==> config.mk <==
export PLATFORM = sky130hd
export DESIGN_NAME = uart_packet_mux
export DESIGN_NICKNAME = d
export VERILOG_FILES = /design/src/rtl/uart_packet_mux.sv
export SDC_FILE = /design/constraint.sdc
export NUM_CORES = 1
export LEC_CHECK = 0
export CAP_MARGIN = 20
export CORE_UTILIZATION = 49
export CTS_CLUSTER_DIAMETER = 120
export CTS_CLUSTER_SIZE = 8
export DETAILED_ROUTE_END_ITERATION = 10
export GPL_TIMING_DRIVEN = 0
export PLACE_DENSITY_LB_ADDON = 0.15
export SETUP_SLACK_MARGIN = 0.1
export SLEW_MARGIN = 20
export SYNTH_ARGS = -nofsm -noshare
export SYNTH_HDL_FRONTEND = slang
export SYNTH_SLANG_ARGS = --single-unit
==> constraint.sdc <==
create_clock -name CLOCK_50 -period 3 [get_ports CLOCK_50]
set_input_delay 0.3 -clock CLOCK_50 [delete_from_list [all_inputs] [get_ports CLOCK_50]]
set_output_delay 0.3 -clock CLOCK_50 [all_outputs]
set_load 0.02 [all_outputs]
==> src/rtl/uart_packet_mux.sv <==
// uart_packet_mux: frames channel changes and RX echoes as UART packets.
// Optional checksum trailer byte: define UART_PACKET_MUX_CHECKSUM_EN.
module uart_packet_mux #(
    parameter int         NCH      = 2,
    parameter int         CH_W     = 18,
    parameter int         RX_DEPTH = 16,
    parameter logic [7:0] ECHO_CMD = 8'h04,
    parameter int         ECHO_MAX = 4,
    parameter logic [7:0] SYNC     = 8'hFF
) (
    input  logic                        CLOCK_50,
    input  logic                        RESET,
    input  logic [NCH*CH_W-1:0]         CH_IN,
    output logic [7:0]                  TX_DATA,
    output logic                        TX_START,
    input  logic                        TX_BUSY,
    input  logic [7:0]                  RX_DATA,
    input  logic                        RX_RECV,
    output logic                        BUSY,
    output logic [$clog2(RX_DEPTH):0]   RX_LEVEL,
    output logic                        OVERRUN
);

    localparam int LEN_CH = (CH_W + 7) / 8;
    localparam int SHW    = LEN_CH * 8;
    localparam int AW     = $clog2(RX_DEPTH);
    localparam int LW     = AW + 1;
    localparam int CW     = (NCH > 1) ? $clog2(NCH) : 1;

    localparam logic [LW-1:0] DEPTH_L = LW'(RX_DEPTH);
    localparam logic [LW-1:0] EMAX_L  = LW'(ECHO_MAX);
    localparam logic [7:0]    LEN_L   = 8'(LEN_CH);

`ifdef UART_PACKET_MUX_CHECKSUM_EN
    typedef enum logic [2:0] {
        ST_IDLE, ST_SYNC, ST_CMD, ST_LEN,
        ST_DATA, ST_SUM, ST_ACK, ST_DRAIN
    } state_t;
    localparam state_t ST_END = ST_SUM;
`else
    typedef enum logic [2:0] {
        ST_IDLE, ST_SYNC, ST_CMD, ST_LEN,
        ST_DATA, ST_ACK, ST_DRAIN
    } state_t;
    localparam state_t ST_END = ST_IDLE;
`endif

    state_t            state_q, nxt_q;
    logic [7:0]        tx_data_q;
    logic              tx_start_q;
    logic              busy_q;
    logic              overrun_q;
    logic [AW-1:0]     wr_q, rd_q;
    logic [LW-1:0]     lvl_q, lvl_d;
    logic [CH_W-1:0]   last_q [NCH];
    logic [CW-1:0]     ptr_q;
    logic [SHW-1:0]    shift_q;
    logic              echo_q;
    logic [7:0]        cmd_q, len_q, cnt_q;
    logic [7:0]        mem_q [RX_DEPTH];
`ifdef UART_PACKET_MUX_CHECKSUM_EN
    logic [7:0]        sum_q;
`endif

    logic [NCH-1:0]    pend;
    logic              hit;
    logic [CW-1:0]     sel;
    logic [CH_W-1:0]   sel_val;
    int                idx;
    logic              full, push, pop;
    logic [LW-1:0]     elen;
    logic [7:0]        byte_d;

    always_comb begin
        pend = '0;
        for (int i = 0; i < NCH; i++)
            pend[i] = CH_IN[i*CH_W +: CH_W] != last_q[i];
    end

    // Round-robin scan starting at ptr_q, the slot after the last one served.
    always_comb begin
        hit = 1'b0;
        sel = '0;
        idx = 0;
        for (int k = 0; k < NCH; k++) begin
            idx = (int'(ptr_q) + k) % NCH;
            if (!hit && pend[CW'(idx)]) begin
                hit = 1'b1;
                sel = CW'(idx);
            end
        end
    end

    always_comb begin
        sel_val = '0;
        for (int i = 0; i < NCH; i++)
            if (CW'(i) == sel)
                sel_val = CH_IN[i*CH_W +: CH_W];
    end

    assign full   = lvl_q == DEPTH_L;
    assign push   = RX_RECV && !full;
    assign pop    = (state_q == ST_DATA) && echo_q && !TX_BUSY;
    assign elen   = (lvl_q < EMAX_L) ? lvl_q : EMAX_L;
    assign byte_d = echo_q ? mem_q[rd_q] : shift_q[7:0];

    always_comb begin
        lvl_d = lvl_q;
        if (push && !pop)
            lvl_d = lvl_q + 1'b1;
        else if (pop && !push)
            lvl_d = lvl_q - 1'b1;
    end

    always_ff @(posedge CLOCK_50) begin
        if (push)
            mem_q[wr_q] <= RX_DATA;
    end

    always_ff @(posedge CLOCK_50 or posedge RESET) begin
        if (RESET) begin
            wr_q      <= '0;
            rd_q      <= '0;
            lvl_q     <= '0;
            overrun_q <= 1'b0;
        end else begin
            lvl_q <= lvl_d;
            if (push)
                wr_q <= wr_q + 1'b1;
            if (pop)
                rd_q <= rd_q + 1'b1;
            if (RX_RECV && full)
                overrun_q <= 1'b1;
        end
    end

    always_ff @(posedge CLOCK_50 or posedge RESET) begin
        if (RESET) begin
            state_q    <= ST_IDLE;
            nxt_q      <= ST_IDLE;
            tx_data_q  <= '0;
            tx_start_q <= 1'b0;
            busy_q     <= 1'b0;
            ptr_q      <= '0;
            shift_q    <= '0;
            echo_q     <= 1'b0;
            cmd_q      <= '0;
            len_q      <= '0;
            cnt_q      <= '0;
            for (int i = 0; i < NCH; i++)
                last_q[i] <= '0;
`ifdef UART_PACKET_MUX_CHECKSUM_EN
            sum_q      <= '0;
`endif
        end else begin
            tx_start_q <= 1'b0;
            unique case (state_q)
                ST_IDLE: begin
                    if (lvl_q != '0) begin
                        echo_q  <= 1'b1;
                        cmd_q   <= ECHO_CMD;
                        len_q   <= 8'(elen);
                        cnt_q   <= 8'(elen);
                        busy_q  <= 1'b1;
                        state_q <= ST_SYNC;
`ifdef UART_PACKET_MUX_CHECKSUM_EN
                        sum_q   <= ECHO_CMD + 8'(elen);
`endif
                    end else if (hit) begin
                        echo_q      <= 1'b0;
                        cmd_q       <= 8'(sel);
                        len_q       <= LEN_L;
                        cnt_q       <= LEN_L;
                        shift_q     <= SHW'(sel_val);
                        last_q[sel] <= sel_val;
                        ptr_q       <= CW'((int'(sel) + 1) % NCH);
                        busy_q      <= 1'b1;
                        state_q     <= ST_SYNC;
`ifdef UART_PACKET_MUX_CHECKSUM_EN
                        sum_q       <= 8'(sel) + LEN_L;
`endif
                    end
                end
                ST_SYNC: begin
                    if (!TX_BUSY) begin
                        tx_data_q  <= SYNC;
                        tx_start_q <= 1'b1;
                        nxt_q      <= ST_CMD;
                        state_q    <= ST_ACK;
                    end
                end
                ST_CMD: begin
                    if (!TX_BUSY) begin
                        tx_data_q  <= cmd_q;
                        tx_start_q <= 1'b1;
                        nxt_q      <= ST_LEN;
                        state_q    <= ST_ACK;
                    end
                end
                ST_LEN: begin
                    if (!TX_BUSY) begin
                        tx_data_q  <= len_q;
                        tx_start_q <= 1'b1;
                        nxt_q      <= ST_DATA;
                        state_q    <= ST_ACK;
                    end
                end
                ST_DATA: begin
                    if (!TX_BUSY) begin
                        tx_data_q  <= byte_d;
                        tx_start_q <= 1'b1;
                        shift_q    <= shift_q >> 8;
                        cnt_q      <= cnt_q - 1'b1;
                        nxt_q      <= (cnt_q == 8'd1) ? ST_END : ST_DATA;
                        state_q    <= ST_ACK;
`ifdef UART_PACKET_MUX_CHECKSUM_EN
                        sum_q      <= sum_q + byte_d;
`endif
                    end
                end
`ifdef UART_PACKET_MUX_CHECKSUM_EN
                ST_SUM: begin
                    if (!TX_BUSY) begin
                        tx_data_q  <= sum_q;
                        tx_start_q <= 1'b1;
                        nxt_q      <= ST_IDLE;
                        state_q    <= ST_ACK;
                    end
                end
`endif
                ST_ACK: begin
                    if (TX_BUSY)
                        state_q <= ST_DRAIN;
                end
                ST_DRAIN: begin
                    if (!TX_BUSY) begin
                        if (nxt_q == ST_IDLE)
                            busy_q <= 1'b0;
                        state_q <= nxt_q;
                    end
                end
                default: state_q <= ST_IDLE;
            endcase
        end
    end

    assign TX_DATA  = tx_data_q;
    assign TX_START = tx_start_q;
    assign BUSY     = busy_q;
    assign RX_LEVEL = lvl_q;
    assign OVERRUN  = overrun_q;

endmodule

* Yosys cells after proc, flatten, opt, wreduce, memory -nomap -nowiden
Memory sizes are Yosys's and may differ from the RTL's.
Index checks and enable logic that the tools add are counted.
** Cells by class
- Add/subtract/negate cells :: 7
- $lt $le $gt $ge :: 5
- Eq/ne operators :: 20
- Multiplexer cells :: 54
- Bitwise operators :: 2
- Reduce and logical (&&, ||, !) cells :: 29
** Operator list (count)
- $mux 8 :: 10
- $mux 24 :: 3
- $pmux 24 s2 :: 1
- $bwmux 36 :: 1
- $mux 18 :: 2
- $pmux 8 s4 :: 1
- $mux 3 :: 10
- $pmux 3 s4 :: 2
- $ne 2x2->1 const B :: 10
- $demux 18 s1 :: 1
- $mux 1 :: 18
- $ne 18x18->1 :: 1
- $pmux 8 s2 :: 1
- $mux 5 :: 3
- $reduce_and 4->1 :: 3
- $eq 3x3->1 const B :: 3
- $add 4x1->4 const B :: 2
- $eq 8x1->1 const B :: 1
- $logic_and 1x1->1 :: 8
- $reduce_bool 2->1 :: 4
- $sub 8x1->8 const B :: 1
- $eq 3x2->1 const B :: 2
- $logic_not 3->1 :: 2
- $lt 1x3->1 const B :: 2
- other kinds (19) :: 25
** Storage, ports and cells
- Flip-flop bits (word level) :: 116
- RAM bits :: 128
- Logic and storage cells :: 135
- Memories kept :: 1
** Memory list
- mem_q :: words 16, width 8, read ports 1, clocked after Yosys merged registers in 0, wr ports 1, line 60 : logic [7:0] mem_q [RX_DEPTH];

* Logic depth before layout (Yosys ltp)
Gate-level depths: netlist (run 1).
- Depth in word-level cells :: 13
- Gate-level depth with buffers :: 12
- Mapped depth without buffers :: 10

* Worst setup path after synthesis (run 1)
OpenSTA, ideal clock, no wires.
- Path type :: reg-to-reg
- From :: register lvl_q[1] (netlist: RX_LEVEL[1])
- To :: register lvl_q[4] (netlist: RX_LEVEL[4])
- Setup time :: 0.134 ns
- Arrival time :: 2.576 ns
- Path slack :: 0.289 ns
- Stages on the path, launching flop included :: 11
- Buffers on the path :: 0
- Period minus slack after synthesis :: 2.711 ns
- Path through :: dfrtp_1 nor2_1 a31oi_1 ha_1 inv_1 fa_1 a21o_1 a21oi_1 xnor2_1 nor2_1 xor2_1
** On the way
- Cells in the longest elaborated chain, start to end :: 6
- Elaborated cells between the ends (all ways) :: 11
- Those cells by class :: 2 x add/sub; 1 x eq/ne; 2 x mux; 6 x reduce/logical
** Ends and longest elaborated chain
- start: declaration :: line 54 : logic [LW-1:0] lvl_q, lvl_d;
- start signal: assignment :: line 127 : lvl_q <= lvl_d;
- $eq 5x5->1 * :: line 101 : assign full = lvl_q == DEPTH_L;
- $logic_not 1->1 * :: line 102 : assign push = RX_RECV && !full;
- $logic_and 1x1->1 * :: line 102
- named net push :: line 70 : logic full, push, pop;
- $logic_not 1->1 :: line 111 : else if (pop && !push)
- $logic_and 1x1->1 :: line 111
- $reduce_bool 2->1 (no source line)
The timed path passes the listed nets; every way through them passes the cells marked *. The select of a mux whose other input is x is not followed.
A chain may end at the register's enable or synchronous reset.

* Worst setup path in the final report (run 1)
- From :: register state_q[1]
- To :: register lvl_q[4] (netlist: RX_LEVEL[4])
** On the way
- Cells in the longest elaborated chain, start to end :: 6
- Elaborated cells between the ends (all ways) :: 8
- Those cells by class :: 1 x eq/ne; 1 x mux; 6 x reduce/logical
** Ends and longest elaborated chain
- start: declaration :: line 48 : state_t state_q, nxt_q;
- start signal: assignment :: line 239 : state_q <= nxt_q;
- $eq 3x3->1 * :: line 103 : assign pop = (state_q == ST_DATA) && echo_q && !TX_BUSY;
- $logic_and 1x1->1 * (2 in series) :: line 103
- $logic_not 1->1 :: line 109 : if (push && !pop)
- $logic_and 1x1->1 :: line 109
- $mux 5 / $reduce_bool 2->1 (equally long branches)
Mark *: on every way between the ends. The rest lies on a longest branch, timed or not.

==> impl_metrics.tcl, run 1 <==
set metrics [dict create \
    crit_family "buffers and inverters" \
    final_layout_size_suffix_gt1_share_pct 16.6 \
    netSwitchingPower_mw 3.71 \
    slew_violations 0 \
    endpoint_kind "flop" \
    synth_area_sq_um 9630 \
    yosysMostFrequentCell "edfxtp_1" \
    cp_max_fo 10 \
    rsz0062_at_grt "no" \
    viasPerCell 5.80 \
    clock-sinks 210 \
    crit_type "flop to flop" \
    drtIter0Drc 502 \
    p_int_mw 7.24 \
    ys_types 59 \
    stdcell_count 1054 \
    r2r_slack_ns 0.24 \
    ys_ff_latch 210 \
    post-route-cell-area_sq_um 11500 \
    core_area_sq_um 19000 \
    antenna_found_initial 0 \
    cts_made_buffers 30 \
    detail-route-antenna-nets 0 \
    die_w_um 142 \
    netSwitchingFraction_pct 33.9 \
    cp_data_arrival_time_ns 3.18 \
    slew_headroom_pct 37.9 \
    yosys_warnings 0 \
    critPathSlowestCell "dfrtp_1" \
    status "finished clean" \
    hold_slack_ns 0.153 \
    clk_latency_ns 0.55 \
    final_nets 839 \
    clkPwrFrac_pct 27.4 \
    finalClockSkew_ns 0.0137 \
    antenna-diode-count 0 \
    pre_cts_slack_ns -0.185 \
    synth_top_area_share_pct 39.9 \
    place.gp.congestion 0.910 \
    finalSetupViolCount 0 \
    area_growth_pct 19.8 \
    power_frac_seq_pct 37.0 \
    route.detailed.drc 0 \
    synth_edf_count 128 \
    cts_tree "built" \
    powerDensity_nw_per_um2 949 \
    maxCapViolations 0 \
    critPathRequiredTime_ns 3.41 \
    grt_overflow_total 0 \
    clk_pin_slew_worst_paths_ns 0.05 \
    grt_first_pass_wirelength_mm 34.9 \
    synth.largest_area_cell "edfxtp_1" \
    synth_area_per_cell_sq_um 14.2 \
    wl_mm 22.3 \
    dp_hpwl_mm 15.5 \
    cp_slowest_stage_delay_ns 0.42 \
    path_cells "buf_2 > nor4b_4 > buf_4 > nand2_2 > ha_2 > inv_1 > ha_1 > a21o_1 > a21oi_2 > xnor2_1 > nor2_1 > xor2_1" \
    track_usage_pct 22.8 \
    synth-seq-area-share_pct 61.2 \
    worst_slack_ns 0.238 \
    synthTopCellsByCount "128 x edfxtp_1, 82 x dfrtp_1, 58 x nor2_1" \
    ys_top_cells_by_area "edfxtp_1 40%, dfrtp_1 21%, mux4_2 8.0%" \
    postSynth.asyncResetShare_pct 39.0 \
    cp-start-kind "flop" \
    synthFlopType "edfxtp_1" \
    dr_total_vias 6109 \
    start_util_pct 50.8 \
    clk_path_buf_depth 3 \
    io_pins 64 \
    rows 50 \
    detail_route.wl_per_cell_um 21.1 \
    syn_inst 680 \
    fin_crit_sh_pct 92.1 \
    ir_drop_mv 0.675 \
    h-tree-depth 1 \
    leakage_nw 4.17 \
    combPwrFrac_pct 35.6 \
    place_area_sq_um 10600 \
    finalHoldViolCount 0 \
    die_y_um 142 \
    fp.dieArea_sq_um 20200 \
    syn_nets 740 \
    clock-root-buffer "clkbuf_16" \
    grt_max_degree 43 \
    grt_pass1_vias 6335 \
    hold_class "input pin to async pin" \
    fmax_mhz 362 \
    period_needed_ns 2.76 \
    portBuffers 62 \
    ctsHoldBuffers 0 \
    drt_pass1_iterations 5 \
    worst_slew_pin_slew_ns 0.928 \
    dpl.cell_count 1005 \
    crit_buf_inv 3 \
]
## power groups by stage
| stage | Clock (mW) | Sequential [mW] | Combinational (mW) |
|---|---|---|---|
| 6_report | 3.00 | 4.05 | 3.89 |
| 5_1_grt | 3.19 | 4.11 | 4.24 |
| 4_1_cts | 3.06 | 4.04 | 3.89 |
| 3_5_place_dp | 0 | 4.09 | 3.85 |
| 3_3_place_gp | 0 | 4.06 | 3.71 |
| 2_1_floorplan | 0 | 4.12 | 2.59 |
## cell families after synthesis
logic type	synth area share, %
mux	12.2
buf+inv	3.68
compound gates	10.6
fa+ha+maj	1.64
simple gates	7.63
flops	61.2
xor+xnor	3.09
## flip-flops by register name, indices dropped and copies added, names as in the netlist
signal	count
wr_q	4
BUSY	1
ptr_q	1
state_q	3
TX_DATA	8
last_q	18
shift_q	18
len_q	5
TX_START	1
RX_LEVEL	5
cnt_q	8
cmd_q	1
nxt_q	3
OVERRUN	1
rd_q	4
echo_q	1
mem_q	128
## cell usage in the layout (no fill, tap or decap), types with 6 or more instances in the layout
cell,Yosys,routed
nor2_1,58,57
inv_1,28,27
a2111oi_0,8,8
mux4_2,34,34
nand2b_1,8,8
edfxtp_1,128,128
xor2_1,24,24
ha_1,11,10
mux2i_1,12,12
mux2_2,12,12
a21oi_1,21,20
mux2_4,10,10
o32ai_1,22,22
clkbuf_16,0,30
nand2_1,24,23
o221ai_1,10,10
clkbuf_1,23,37
xnor2_1,10,10
a221o_1,8,8
o21a_1,6,6
clkdlybuf4s50_1,0,62
o21ai_0,12,12
nand3b_1,11,11
buf_2,10,10
nand3_1,17,17
a22oi_1,6,6
a22o_1,7,7
dfrtp_1,82,82
buf_4,4,9
## worst reg2reg max path, cell delays in order (launching register included)
cell and delay (ns):
dfrtp_1 0.42, buf_2 0.21, nor4b_4 0.33, buf_4 0.19, nand2_2 0.11, ha_2 0.23
inv_1 0.14, ha_1 0.29, a21o_1 0.20, a21oi_2 0.15, xnor2_1 0.13, nor2_1 0.07
xor2_1 0.16
## cell type report
type,count,area (sq um)
buffer,46,253
clock buffer,45,807
clock inverter,2,38.8
fill,1450,7420
inverter,28,108
multi-input combinational,396,3440
sequential,210,5900
tap,260,325
timing repair buffer,67,671
## stage by stage
step	power [mW]	utilization (%)	setup TNS (ns)
2_1_floorplan	6.70	-	0
3_5_place_dp	7.94	56.1	-0.219
6_report	10.9	60.9	0
4_1_cts	11.0	60.7	0
3_3_place_gp	7.78	55.8	-74.76
5_1_grt	11.5	60.9	0
## layer usage
layer	GRT usage, %	vias up	share of wire [%]
met3	3.03	36	5.0
met2	40.3	188	51
met4	6.17	0	2.2
met1	29.5	3073	42
li1	-	2812	-
met5	0	-	0
## worst paths after layout
check | startpoint | to | depth (start not counted)
setup / recovery | state_q[1] | RX_LEVEL[4] | 12
hold / removal | RESET | cnt_q[4] | 2
setup reg to reg | state_q[1] | RX_LEVEL[4] | 12
hold reg to reg | OVERRUN | OVERRUN | 1
max in group asynchronous | RESET | shift_q[5] | 3
min in group CLOCK_50 | CH_IN[33] | shift_q[15] | 2
## timing repair
item	CTS	global route
setup endpoints to repair	2	1
pin swaps	1	0
resized for setup	4	7
buffers inserted	2	0
Power figures use the tool's default switching activity.
==> run 2, diff against run 1 <==
--- a/config.mk
+++ b/config.mk
@@ -5,7 +5,7 @@
 export SDC_FILE = /design/constraint.sdc
 export NUM_CORES = 1
 export LEC_CHECK = 0
-export CAP_MARGIN = 20
+export CAP_MARGIN = 30
 export CORE_UTILIZATION = 49
 export CTS_CLUSTER_DIAMETER = 120
 export CTS_CLUSTER_SIZE = 8
==> impl_metrics.tcl, run 2 (synthesis gave the netlist of run 1 again) <==
set metrics [dict create \
    powerDensity_nw_per_um2 949 \
    clock-root-buffer "clkbuf_16" \
    cp_data_arrival_time_ns 3.18 \
    die_w_um 142 \
    rsz0062_at_grt "no" \
    antenna-diode-count 0 \
    grt_pass1_vias 6335 \
    viasPerCell 5.80 \
    final_cell_mix "128 x edfxtp_1, 82 x dfrtp_1, 62 x clkdlybuf4s50_1" \
    drtIter0Drc 502 \
    detail_route.wl_per_cell_um 21.1 \
    post-route-cell-area_sq_um 11500 \
    endpoint_kind "flop" \
    fin_util_pct 60.9 \
    worst_slew_pin_slew_ns 0.928 \
    slew_violations 0 \
    antenna_found_initial 0 \
    worst_slack_ns 0.238 \
    maxCapViolations 0 \
    grt_overflow_total 0 \
    core_area_sq_um 19000 \
    cp-start-kind "flop" \
    fp.dieArea_sq_um 20200 \
    finalHoldViolCount 0 \
    clk_latency_ns 0.55 \
    drt_pass1_iterations 5 \
    detail-route-antenna-nets 0 \
    pre_cts_slack_ns -0.185 \
    leakage_nw 4.17 \
    largest_reg_flops 128 \
    rows 50 \
    seqCellArea_sq_um 5900 \
    track_usage_pct 22.8 \
    final_layout_size_suffix_gt1_share_pct 16.6 \
    stdcell_count 1054 \
    critPathRequiredTime_ns 3.41 \
    final_nets 839 \
    mostFrequentLayoutCell "edfxtp_1" \
    slew_headroom_pct 37.9 \
    cts_tree "built" \
    top_register "mem_q" \
    place.gp.congestion 0.910 \
    portBuffers 62 \
    fmax_mhz 362 \
    worstReg2RegStart "state_q[1]" \
    clock-sinks 210 \
    fillCellCount 1450 \
    fin_crit_sh_pct 92.1 \
    hold_slack_ns 0.153 \
    multi_input_area_sq_um 3440 \
    dp_hpwl_mm 15.5 \
    ir_drop_mv 0.675 \
    finalSetupViolCount 0 \
    area_growth_pct 19.8 \
    hold_class "input pin to async pin" \
    status "finished clean" \
    io_pins 64 \
    clk_pin_slew_worst_paths_ns 0.05 \
    clk_path_buf_depth 3 \
    route.detailed.drc 0 \
    period_needed_ns 2.76 \
    h-tree-depth 1 \
    reg.largest.list "mem_q: 128 flops, last_q: 18 flops, shift_q: 18 flops" \
    dr_total_vias 6109 \
    startpoint "state_q[1]" \
    wl_mm 22.3 \
    cp_max_fo 10 \
    finalClockSkew_ns 0.0137 \
    die_y_um 142 \
    start_util_pct 50.8 \
    grt_first_pass_wirelength_mm 34.9 \
    grt_max_degree 43 \
    place_area_sq_um 10600 \
    ctsHoldBuffers 0 \
    crit_type "flop to flop" \
    dpl.cell_count 1005 \
    cts_made_buffers 30 \
]
[run 2: repair_timing]
action / 4_1_cts / 5_1_grt
endpoints found under the setup margin: 2 / 1
pin swaps: 1 / 0
gates resized for setup: 4 / 7
buffers inserted: 2 / 0
gates cloned: 0 / 0
[run 2: final timing paths]
check | to | cells past startpoint | slack [ns]
max | RX_LEVEL[4] | 12 | 0.24
min | cnt_q[4] | 2 | 0.15
max reg2reg | RX_LEVEL[4] | 12 | 0.24
min reg2reg | OVERRUN | 1 | 0.48
max in group asynchronous | shift_q[5] | 3 | 2.24
min in group CLOCK_50 | shift_q[15] | 2 | 0.38
[run 2: area by class of cell]
cell class	count	share of cell area, %
flip-flops and latches	210	51.1
multi-input cells	396	29.8
clock buffers	45	6.99
repair buffers	67	5.81
well taps	260	2.82
plain buffers	46	2.19
inverters	28	0.932
clock inverters	2	0.336
[run 2: per-layer routing]
layer | share of wire, % | track usage (%) | wire length [um]
met4 | 2.2 | 6.17 | 499
met2 | 51 | 40.3 | 11300
met1 | 42 | 29.5 | 9320
met3 | 5.0 | 3.03 | 1100
met5 | 0 | 0 | 0
[run 2: per-stage QoR]
stage	total power, mW	setup TNS (ns)
5_1_grt	11.5	0
4_1_cts	11.0	0
3_5_place_dp	7.94	-0.219
6_report	10.9	0
3_3_place_gp	7.78	-74.76
2_1_floorplan	6.70	0
[run 2: power breakdown]
part / internal (mW) / switching [mW] / total (mW)
Sequential: 3.68 / 0.376 / 4.05
Clock: 1.83 / 1.17 / 3.00
Combinational: 1.74 / 2.16 / 3.89
[run 2: worst max-delay path, stage by stage, from the launching register on]
cell,delay [ns]
dfrtp_1,0.42
buf_2,0.21
nor4b_4,0.33
buf_4,0.19
nand2_2,0.11
ha_2,0.23
inv_1,0.14
ha_1,0.29
a21o_1,0.20
a21oi_2,0.15
xnor2_1,0.13
nor2_1,0.07
xor2_1,0.16
==> run 3, diff against run 2 <==
--- a/config.mk
+++ b/config.mk
@@ -6,6 +6,8 @@
 export NUM_CORES = 1
 export LEC_CHECK = 0
 export CAP_MARGIN = 30
+export CELL_PAD_IN_SITES_DETAIL_PLACEMENT = 1
+export CELL_PAD_IN_SITES_GLOBAL_PLACEMENT = 1
 export CORE_UTILIZATION = 49
 export CTS_CLUSTER_DIAMETER = 120
 export CTS_CLUSTER_SIZE = 8
==> constraint.sdc (replaced) <==
create_clock -name CLOCK_50 -period 3.5 [get_ports CLOCK_50]
set_input_delay 0.35 -clock CLOCK_50 [delete_from_list [all_inputs] [get_ports CLOCK_50]]
set_output_delay 0.35 -clock CLOCK_50 [all_outputs]
set_load 0.02 [all_outputs]
==> impl_metrics.tcl, run 3 (synthesis gave the netlist of run 1 again) <==
set metrics [dict create \
    fp.dieArea_sq_um 20200 \
    finalHoldViolCount 0 \
    status "finished clean" \
    netSwitchingPower_mw 3.34 \
    grt_first_pass_wirelength_mm 39.5 \
    crit_type "flop to flop" \
    slew_headroom_pct 37.7 \
    core_area_sq_um 19000 \
    die_w_um 142 \
    cts_tree "built" \
    viasPerCell 5.86 \
    area_growth_pct 19.8 \
    hold_class "input pin to async pin" \
    fin_crit_sh_pct 89.6 \
    final_cell_mix "128 x edfxtp_1, 82 x dfrtp_1, 62 x clkdlybuf4s50_1" \
    wl_mm 25.4 \
    leakage_nw 4.17 \
    fillCellCount 1803 \
    critPathRequiredTime_ns 3.93 \
    antenna-diode-count 0 \
    grt_overflow_total 0 \
    h-tree-depth 1 \
    place.gp.congestion 0.940 \
    mostFrequentLayoutCell "edfxtp_1" \
    clkPwrFrac_pct 27.5 \
    rsz0062_at_grt "no" \
    dr_total_vias 6205 \
    cp_data_arrival_time_ns 3.57 \
    top_register "mem_q" \
    clock-root-buffer "clkbuf_16" \
    die_y_um 142 \
    detail_route.wl_per_cell_um 24.0 \
    power_frac_seq_pct 36.5 \
    portBuffers 62 \
    cp_max_fo 10 \
    final_nets 840 \
    combPwrFrac_pct 36.0 \
    track_usage_pct 26.2 \
    grt_max_degree 52 \
    dp_hpwl_mm 17.5 \
    drtIter0Drc 331 \
    stdcell_count 1058 \
    worst_slew_pin_slew_ns 0.931 \
    finalClockSkew_ns 0.0244 \
    netSwitchingFraction_pct 35.0 \
    reg.largest.list "mem_q: 128 flops, last_q: 18 flops, shift_q: 18 flops" \
    clock-sinks 210 \
    drt_pass1_iterations 5 \
    clk_pin_slew_worst_paths_ns 0.06 \
    final_layout_size_suffix_gt1_share_pct 16.0 \
    endpoint_kind "flop" \
    period_needed_ns 3.14 \
    start_util_pct 50.8 \
    clk_path_buf_depth 3 \
    power_mw 9.55 \
    grt_pass1_vias 6761 \
    rows 50 \
    route.detailed.drc 0 \
    cts_made_buffers 30 \
    largest_reg_flops 128 \
    dpl.cell_count 1007 \
    maxCapViolations 0 \
    detail-route-antenna-nets 0 \
    io_pins 64 \
    powerDensity_nw_per_um2 828 \
    place_area_sq_um 10700 \
    p_int_mw 6.21 \
    fmax_mhz 319 \
    cp-start-kind "flop" \
    post-route-cell-area_sq_um 11500 \
    ir_drop_mv 0.574 \
    setup-tns-final_ns 0 \
    clk_latency_ns 0.56 \
    slew_violations 0 \
    finalSetupViolCount 0 \
    antenna_found_initial 0 \
]
[run 3: per-stage QoR]
stage               utilization (%)  hold WS, ns  worst slack, ns
global placement               55.8        0.452           -0.312
global route                   60.8        0.224            0.174
floorplan                         -        0.449            0.789
detailed placement             56.2        0.493            0.215
finish                         60.8        0.176            0.364
CTS                            60.7        0.189            0.256
[run 3: what timing repair did]
item                       CTS  global route
hold buffers                 0             0
setup buffers                0             0
gates resized for setup      0             2
setup endpoints to repair    0             1
[run 3: final cells by class]
type	instances	area [sq um]	area share, %
clock buffer	48	818	7.09
sequential	210	5900	51.1
timing repair buffer	68	686	5.94
tap	260	325	2.82
clock inverter	2	38.8	0.336
multi-input combinational	396	3410	29.6
inverter	28	108	0.933
buffer	46	249	2.16
[run 3: power groups by stage]
stage               clock, mW  combinational, mW  sequential, mW
floorplan                   0               2.22            3.53
global placement            0               3.21            3.47
detailed placement          0               3.39            3.52
CTS                      2.67               3.45            3.49
global route             2.77               3.71            3.53
finish                   2.63               3.44            3.48
[run 3: final timing paths]
kind / start / endpoint / slack (ns) / cells past startpoint
setup / recovery: state_q[1] / RX_LEVEL[4] / 0.36 / 12
hold / removal: RESET / shift_q[9] / 0.18 / 2
setup reg to reg: state_q[1] / RX_LEVEL[4] / 0.36 / 12
hold reg to reg: len_q[4] / len_q[4] / 0.51 / 1
max in group asynchronous: RESET / shift_q[2] / 2.72 / 3
min in group CLOCK_50: TX_BUSY / state_q[2] / 0.42 / 4
[run 3: worst max-delay path: stages (launching register included)]
cell and delay (ns):
dfrtp_1 0.42, clkbuf_1 0.25, nor4b_2 0.32, buf_2 0.31
nand2_1 0.22, ha_1 0.29, inv_1 0.15, ha_1 0.30
a21o_1 0.20, a21oi_1 0.19, xnor2_1 0.14, nor2_1 0.07
xor2_1 0.17
[run 3: metal layers]
layer / part of all wire (%) / routed length, um / global-route usage [%]
met5: 0 / 0 / 0
met4: 2.7 / 692 / 8.09
met3: 4.8 / 1220 / 3.80
met2: 52 / 13300 / 46.6
met1: 40 / 10200 / 32.9
